## src/rtl/seg_mult_scheduler.sv

```systemverilog
// Round-robin scheduler sharing one nibble converter among four requesters, driving a 4-digit muxed 7-seg display.
// Latency: ack pulses 2 cycles after req is seen in IDLE; no backpressure, losing requesters hold req until their ack.
module seg_mult_scheduler #(
    parameter int unsigned SCAN_DIV = 4
) (
    input  logic       clk,
    input  logic       rst_n,
    input  logic [3:0] req,
    input  logic [3:0] num0,
    input  logic [3:0] num1,
    input  logic [3:0] num2,
    input  logic [3:0] num3,
    output logic [3:0] ack,
    output logic       busy,
    output logic [3:0] an,
    output logic [6:0] seg
);

    typedef enum logic [1:0] {
        IDLE = 2'd0,
        CALC = 2'd1,
        ACK  = 2'd2
    } state_t;

    localparam logic [15:0] SCAN_LAST = 16'(SCAN_DIV - 1);

    state_t      r_state;
    state_t      w_state_nxt;
    logic [1:0]  r_g;
    logic [1:0]  r_rr;
    logic [3:0]  r_ack;
    logic [3:0]  r_digit [4];
    logic [15:0] r_scan_cnt;
    logic [1:0]  r_s;

    logic        w_latch_g;
    logic        w_write;
    logic        w_release;
    logic [3:0]  w_num [4];
    logic [3:0]  w_rot;
    logic [1:0]  w_off;
    logic [1:0]  w_grant;
    logic [3:0]  w_num_sel;
    logic [3:0]  w_conv;
    logic [3:0]  w_disp;

    assign w_num[0] = num0;
    assign w_num[1] = num1;
    assign w_num[2] = num2;
    assign w_num[3] = num3;

    // Rotate requests so bit 0 is the requester at the round-robin pointer.
    always_comb begin
        w_rot = 4'b0000;
        for (int i = 0; i < 4; i++) begin
            w_rot[i] = req[r_rr + 2'(i)];
        end
    end

    always_comb begin
        w_off = 2'd0;
        if (w_rot[0])      w_off = 2'd0;
        else if (w_rot[1]) w_off = 2'd1;
        else if (w_rot[2]) w_off = 2'd2;
        else if (w_rot[3]) w_off = 2'd3;
    end

    assign w_grant   = r_rr + w_off;
    assign w_num_sel = w_num[r_g];

    always_comb begin
        w_conv = 4'd0;
        case (w_num_sel)
            4'd0:    w_conv = 4'd0;
            4'd1:    w_conv = 4'd1;
            4'd2:    w_conv = 4'd2;
            4'd3:    w_conv = 4'd8;
            4'd4:    w_conv = 4'd10;
            4'd5:    w_conv = 4'd12;
            4'd6:    w_conv = 4'd10;
            4'd7:    w_conv = 4'd12;
            default: w_conv = 4'd0;
        endcase
    end

    always_ff @(posedge clk) begin
        if (!rst_n) begin
            r_state <= IDLE;
        end else begin
            r_state <= w_state_nxt;
        end
    end

    always_comb begin
        w_state_nxt = r_state;
        w_latch_g   = 1'b0;
        w_write     = 1'b0;
        w_release   = 1'b0;
        case (r_state)
            IDLE: begin
                if (req != 4'b0000) begin
                    w_latch_g   = 1'b1;
                    w_state_nxt = CALC;
                end
            end
            CALC: begin
                w_write     = 1'b1;
                w_state_nxt = ACK;
            end
            ACK: begin
                w_release   = 1'b1;
                w_state_nxt = IDLE;
            end
            default: begin
                w_state_nxt = IDLE;
            end
        endcase
    end

    // The write completes even if req[g] dropped during CALC.
    always_ff @(posedge clk) begin
        if (!rst_n) begin
            r_g   <= 2'd0;
            r_rr  <= 2'd0;
            r_ack <= 4'b0000;
            for (int i = 0; i < 4; i++) begin
                r_digit[i] <= 4'd0;
            end
        end else begin
            if (w_latch_g) begin
                r_g <= w_grant;
            end
            if (w_write) begin
                r_digit[r_g] <= w_conv;
                r_ack        <= 4'b0001 << r_g;
            end
            if (w_release) begin
                r_ack <= 4'b0000;
                r_rr  <= r_g + 2'd1;
            end
        end
    end

    always_ff @(posedge clk) begin
        if (!rst_n) begin
            r_scan_cnt <= 16'd0;
            r_s        <= 2'd0;
        end else if (r_scan_cnt == SCAN_LAST) begin
            r_scan_cnt <= 16'd0;
            r_s        <= r_s + 2'd1;
        end else begin
            r_scan_cnt <= r_scan_cnt + 16'd1;
        end
    end

    assign ack    = r_ack;
    assign busy   = (r_state != IDLE);
    assign an     = ~(4'b0001 << r_s);
    assign w_disp = r_digit[r_s];

    always_comb begin
        seg = 7'b1111111;
        case (w_disp)
            4'h0: seg = 7'b1000000;
            4'h1: seg = 7'b1111001;
            4'h2: seg = 7'b0100100;
            4'h3: seg = 7'b0110000;
            4'h4: seg = 7'b0011001;
            4'h5: seg = 7'b0010010;
            4'h6: seg = 7'b0000010;
            4'h7: seg = 7'b1111000;
            4'h8: seg = 7'b0000000;
            4'h9: seg = 7'b0010000;
            4'hA: seg = 7'b0001000;
            4'hB: seg = 7'b0000011;
            4'hC: seg = 7'b1000110;
            4'hD: seg = 7'b0100001;
            4'hE: seg = 7'b0000110;
            4'hF: seg = 7'b0001110;
            default: seg = 7'b1111111;
        endcase
    end

endmodule

```

## config.mk

```make
export PLATFORM = sky130hd
export DESIGN_NAME = seg_mult_scheduler
export DESIGN_NICKNAME = d
export VERILOG_FILES = /design/src/rtl/seg_mult_scheduler.sv
export SDC_FILE = /design/constraint.sdc
export NUM_CORES = 1
export LEC_CHECK = 0
export CAP_MARGIN = 40
export CELL_PAD_IN_SITES_DETAIL_PLACEMENT = 1
export CELL_PAD_IN_SITES_GLOBAL_PLACEMENT = 1
export CORE_MARGIN = 5
export CORE_UTILIZATION = 45
export CTS_BUF_LIST = sky130_fd_sc_hd__clkbuf_8 sky130_fd_sc_hd__clkbuf_16
export CTS_CLUSTER_SIZE = 12
export DETAILED_ROUTE_END_ITERATION = 8
export GPL_ROUTABILITY_DRIVEN = 1
export GPL_TIMING_DRIVEN = 0
export PLACE_DENSITY = 0.84
export SYNTH_ARGS = -nofsm -noshare
export SYNTH_HDL_FRONTEND = slang
export SYNTH_SLANG_ARGS = --single-unit
```

## constraint.sdc

```tcl
create_clock -name clk -period 3.1 [get_ports clk]
set_input_delay 0.62 -clock clk [delete_from_list [all_inputs] [get_ports clk]]
set_output_delay 0.62 -clock clk [all_outputs]
set_load 0.05 [all_outputs]
```

# Word level (Yosys, flattened, before mapping)
# Memories as Yosys holds them, arrays and structs flattened. A register that Yosys moved wholly into a read port is not among the register bits.
# Cells that the tools add are included.
# classes
add_sub_neg	7
n_mul	0
div_mod_pow	0
n_lt_le_gt_ge	5
eq_ne	4
shifts	2
muxes	31
n_bitwise	3
n_reduce_logical	6
# ops
op	n
adder 16 x 1 -> 16 bit, second input constant	1
equality test 16 x 2 -> 1 bit, second input constant	1
two-way mux 2 bit	8
two-way mux 4 bit	4
two-way mux 1 bit	13
< comparator 2 x 3 -> 1 bit, second input constant	4
binary-select mux 1 bit (select 2 bit)	4
binary-select mux 4 bit (select 2 bit)	1
left shift 1 x 2 -> 4 bit, first input constant	2
adder 2 x 1 -> 2 bit, second input constant	3
adder 2 bit, second input constant	2
inverter 4 bit	1
one-hot mux 2 bit (2 select lines)	1
nonzero test 4 bit	1
OR reduction 2 bit	2
OR reduction 4 bit	1
greater-or-equal comparator 3 bit, second input constant	1
inverter 2 -> 3 bit	1
adder 2 bit	1
equality test 2 x 1 -> 1 bit, second input constant	1
equality test 2 bit, second input constant	1
zero test 2 bit	1
!= test 2 bit, second input constant	1
nonzero test 2 bit	1
inverter 1 bit	1
# totals
register_bits	28
latchBits	0
ramBits	16
mem_bits_ro	144
inputBits	22
word_cells	67
mem_count	3
# mem_list
name	depth	width	read_ports	rd_ports_with_merged_regs	wr	line	text
(no name shown)	16	7	1	0	0	163	case (w_disp)
(no name shown)	8	4	1	0	0	73	case (w_num_sel)
r_digit	4	4	1	1	4	32	logic [3:0] r_digit [4];

# Depth between registers and ports, before layout
# depth
depth_word	8
mapped_depth	11
mapped_depth_nobuf	10

# Worst setup path before layout
# OpenSTA, ideal clock, no wires.
# synth_path
path_type	reg2out
from	register with a tool-made name
to	output port seg[4]
t_arrival_ns	2.566
setup_slack_ns	-0.086
path_stages_with_launch	5
cell_sequence	dfxtp_1 > mux4_2 > ha_1 > mux2_2 > o21ai_0
# synth_rtl
item	line	text
to (decl)	16	output logic [6:0] seg

==> metrics.md <==
| Metric | Value |
|---|---|
| Status | `finished, final reports clean` |
| Boundary pin count | `38` |
| WL/cell | `between 15 and 20 um` |
| Slew HR | `about two thirds` |
| Antenna cells | `0` |
| FF-to-FF path depth | `10` |
| Grt total ovfl | `0` |
| Max-cap violations | `0` |
| CTS max path bufs | `2` |
| Syn Std Cell Area | `around 2500 um2` |
| Number of synthesis warnings | `0` |
| TritonCTS clock tree | `yes` |
| Die Footprint | `around 7300 um2` |
| Top FF cell, synth | `dfxtp_1` |
| Met3 wire length | `slightly below 200 um` |
| Arrival time of the worst setup path | `around 2.4 ns` |
| #FFs+latches synth | `between 40 and 50` |
| Setup CP Type | `flop to primary output` |
| Core Util, Final | `a little under three fifths` |
| Reg2reg start | `r_rr[0]` |
| Num CTS Buffers | `5` |
| Path category of the worst min-delay check | `flop to flop` |
| Tmin final | `3.02 ns` |
| Worst-path clk slew | `0.09 ns` |
| Starting density of the core | `~46%` |
| R2r endpoint | `r_g[1]` |
| Vias per Instance | `around 5.3` |
| Top cells by area, synth | `dfxtp_1, edfxtp_1, ha_1` |
| Hold Vio Cnt, Final | `0` |
| Setup crit end | `seg[6]` |
| Initial DRC Count | `44` |
| Setup slack after layout | `~0.085 ns` |
| Critical path launch point type | `flop` |
| Final period util | `a little over nine tenths` |
| DRC Markers | `0` |
| Worst EP required | `approximately 2.5 ns` |
| Final TNS setup | `0 ns` |
| Syn_nets | `about 300` |
| Max incr delay on CP | `0.59 ns` |
| Total Wirelength | `approximately 6000 um` |
| Initial antenna violation count | `0` |
| Final setup violation count | `0` |
| Clk_lat worst skew | `0.30 ns` |
| Core Area | `about 5500 um2` |
| Crit path cell chain | `mux4_2 -> buf_4 -> ha_1 -> nand2_1 -> o21a_1 -> o21ai_0 -> dlygate4sd2_1` |
| Pre-antenna DRT Iters | `4` |
| Met2 wire length | `3080 um` |
| Root buf cell | `clkbuf_8` |
| Commonest cells post-synth | `nor2_1, dfxtp_1, nand2_1` |
| Via count | `just over 2000` |
| Vias in the first global route | `between 2000 and 2500` |
| Sequential area share after synthesis | `between 40% and 50%` |
| Met1 Wirelength | `around 2500 um` |
| Port buffer count | `36` |
| Worst-path fanout max | `6` |
| Largest net degree at the start of global routing | `15` |
| GRT Total Usage | `between 15 and 20%` |
| Synth cell types | `41` |
| Clock skew | `roughly 0.0051 ns` |
| Largest area contributor in the netlist | `dfxtp_1` |
| Pleak | `~1.2 nW` |
| Row count | `27` |
| Family with the most delay on the worst path | `buffers and inverters` |
| Asr flop ratio synth | `0%` |
| Slew Limit Fails | `0` |
| Fin Hold WS | `about 0.47 ns` |
| Max Fclk | `0.332 GHz` |
| Critical path depth | `7` |
| Register-to-register setup slack | `0.82 ns` |
| Die Ht | `about 85 um` |
| PwrDens | `between 400 and 500 nW/um2` |
| Crit path buffers/inverters | `2` |
| Top routing layer in use | `met4` |
| Worst vdd ir | `about 0.00029 V` |
| Top-count cell post-synth | `nor2_1` |
| First-pass GRT wire length | `around 10000 um` |
| Syn_area_per_cell | `about 9.6 um2` |
| Synth top area share | `23.6%` |
| Number of synthesized flops with an enable pin | `16` |
| Die extent in x | `about 85 um` |
| H-tree depth | `2` |
| Worst setup EP type | `primary output` |
| GPL Wtd Cong | `about 0.78` |
| Pre-CTS WS | `-0.267 ns` |
| Slowest stage cell, crit path | `mux4_2` |
| Gate Count Post-Synth | `266` |
| Slew @ Worst Pin | `roughly 0.5 ns` |
| DP HPWL | `around 4600 um` |
| Synthesis-to-finish area growth | `20.4%` |
| RSZ-0062 raised after global routing | `yes` |
| Final nets | `348` |
| Final ANT Viol Nets | `0` |
| Share of layout cells above drive strength 1 | `under 10%` |
| CTS sink count | `between 40 and 50` |
-- cell families after synthesis --
logic type	after synthesis	share of synthesized area, %
and+or+nand+nor	116	22.2
DFF	46	42.5
AOI/OAI and AO/OA	32	8.02
buffers and inverters	28	4.53
adders and majority gates	16	7.87
xor gates and xnor gates	14	4.82
muxes	14	10.0
-- layout by cell type (no fill, tap or decap), types with 5 or more instances in the layout --
cell and n:
nor2_1 40, dfxtp_1 29, clkdlybuf4s50_1 29, nand2_1 22, inv_1 21, edfxtp_1 16
ha_1 15, nor2b_1 13, xnor2_1 10, nand3_1 9, a21oi_1 8, nor3_1 7
o21ai_0 6, clkbuf_1 6, mux4_2 5, clkbuf_8 5
-- state kept, by name (all words and copies together) (netlist names), named ones only --
name        flops
r_digit        16
r_state         2
r_g             2
r_s             2
r_rr            2
r_scan_cnt     16
ack             4
-- per-stage QoR --
stage                     area (um2)  total power, mW  std cells
final                           3060             1.37        383
after global routing            3060             1.44        383
after CTS                       3070             1.38        382
after detailed placement        2990             1.04        374
after global placement          2990             1.03        374
after floorplan                 2540            0.920        266
-- report_power, final --
group / switching [mW] / total [mW] / internal (mW)
clock network: 0.198 / 0.352 / 0.154
logic: 0.208 / 0.343 / 0.136
registers: 0.0224 / 0.674 / 0.651
-- worst register-to-register path: stages (launching register included) --
cell	delay, ns
dfxtp_1	0.35
clkbuf_1	0.35
nor2_1	0.09
a211oi_1	0.25
a31oi_1	0.06
a211o_1	0.25
ha_1	0.20
xnor2_1	0.22
nand2_1	0.08
nor3_1	0.22
nor3b_1	0.09
-- what timing repair did --
action	CTS	global route
gates resized for setup	14	11
pin swaps	0	0
endpoints found under the setup margin	7	5
buffers inserted	0	1
hold buffers	0	0
-- area by class of cell --
cell class / count / area, um2
Sequential cell: 46 / 1080
Buffer: 9 / 43.8
Clock inverter: 3 / 13.8
Inverter: 19 / 71.3
Clock buffer: 5 / 68.8
Fill cell: 635 / 2440
Multi-Input combinational cell: 192 / 1350
Timing Repair Buffer: 37 / 343
Tap cell: 72 / 90.1
-- worst min path at each step --
stage	startpoint	to	slack (ns)	cells after the start
2_1_floorplan	r_scan_cnt[0]	r_scan_cnt[0]	0.43	1
3_3_place_gp	r_scan_cnt[0]	r_scan_cnt[0]	0.45	1
3_5_place_dp	r_scan_cnt[0]	r_scan_cnt[0]	0.46	1
4_1_cts	r_scan_cnt[0]	r_scan_cnt[0]	0.48	1
5_1_grt	r_scan_cnt[0]	r_scan_cnt[0]	0.52	1
6_report	r_scan_cnt[0]	r_scan_cnt[0]	0.47	1
-- routing by layer --
layer | up-vias | GRT usage (%)
li1 | 1016 | -
met1 | 954 | 20.2
met4 | 0 | 6.47
met3 | 7 | 2.62
met5 | - | 0
met2 | 34 | 31.6
No activity file was read; power rests on OpenSTA's default activity.
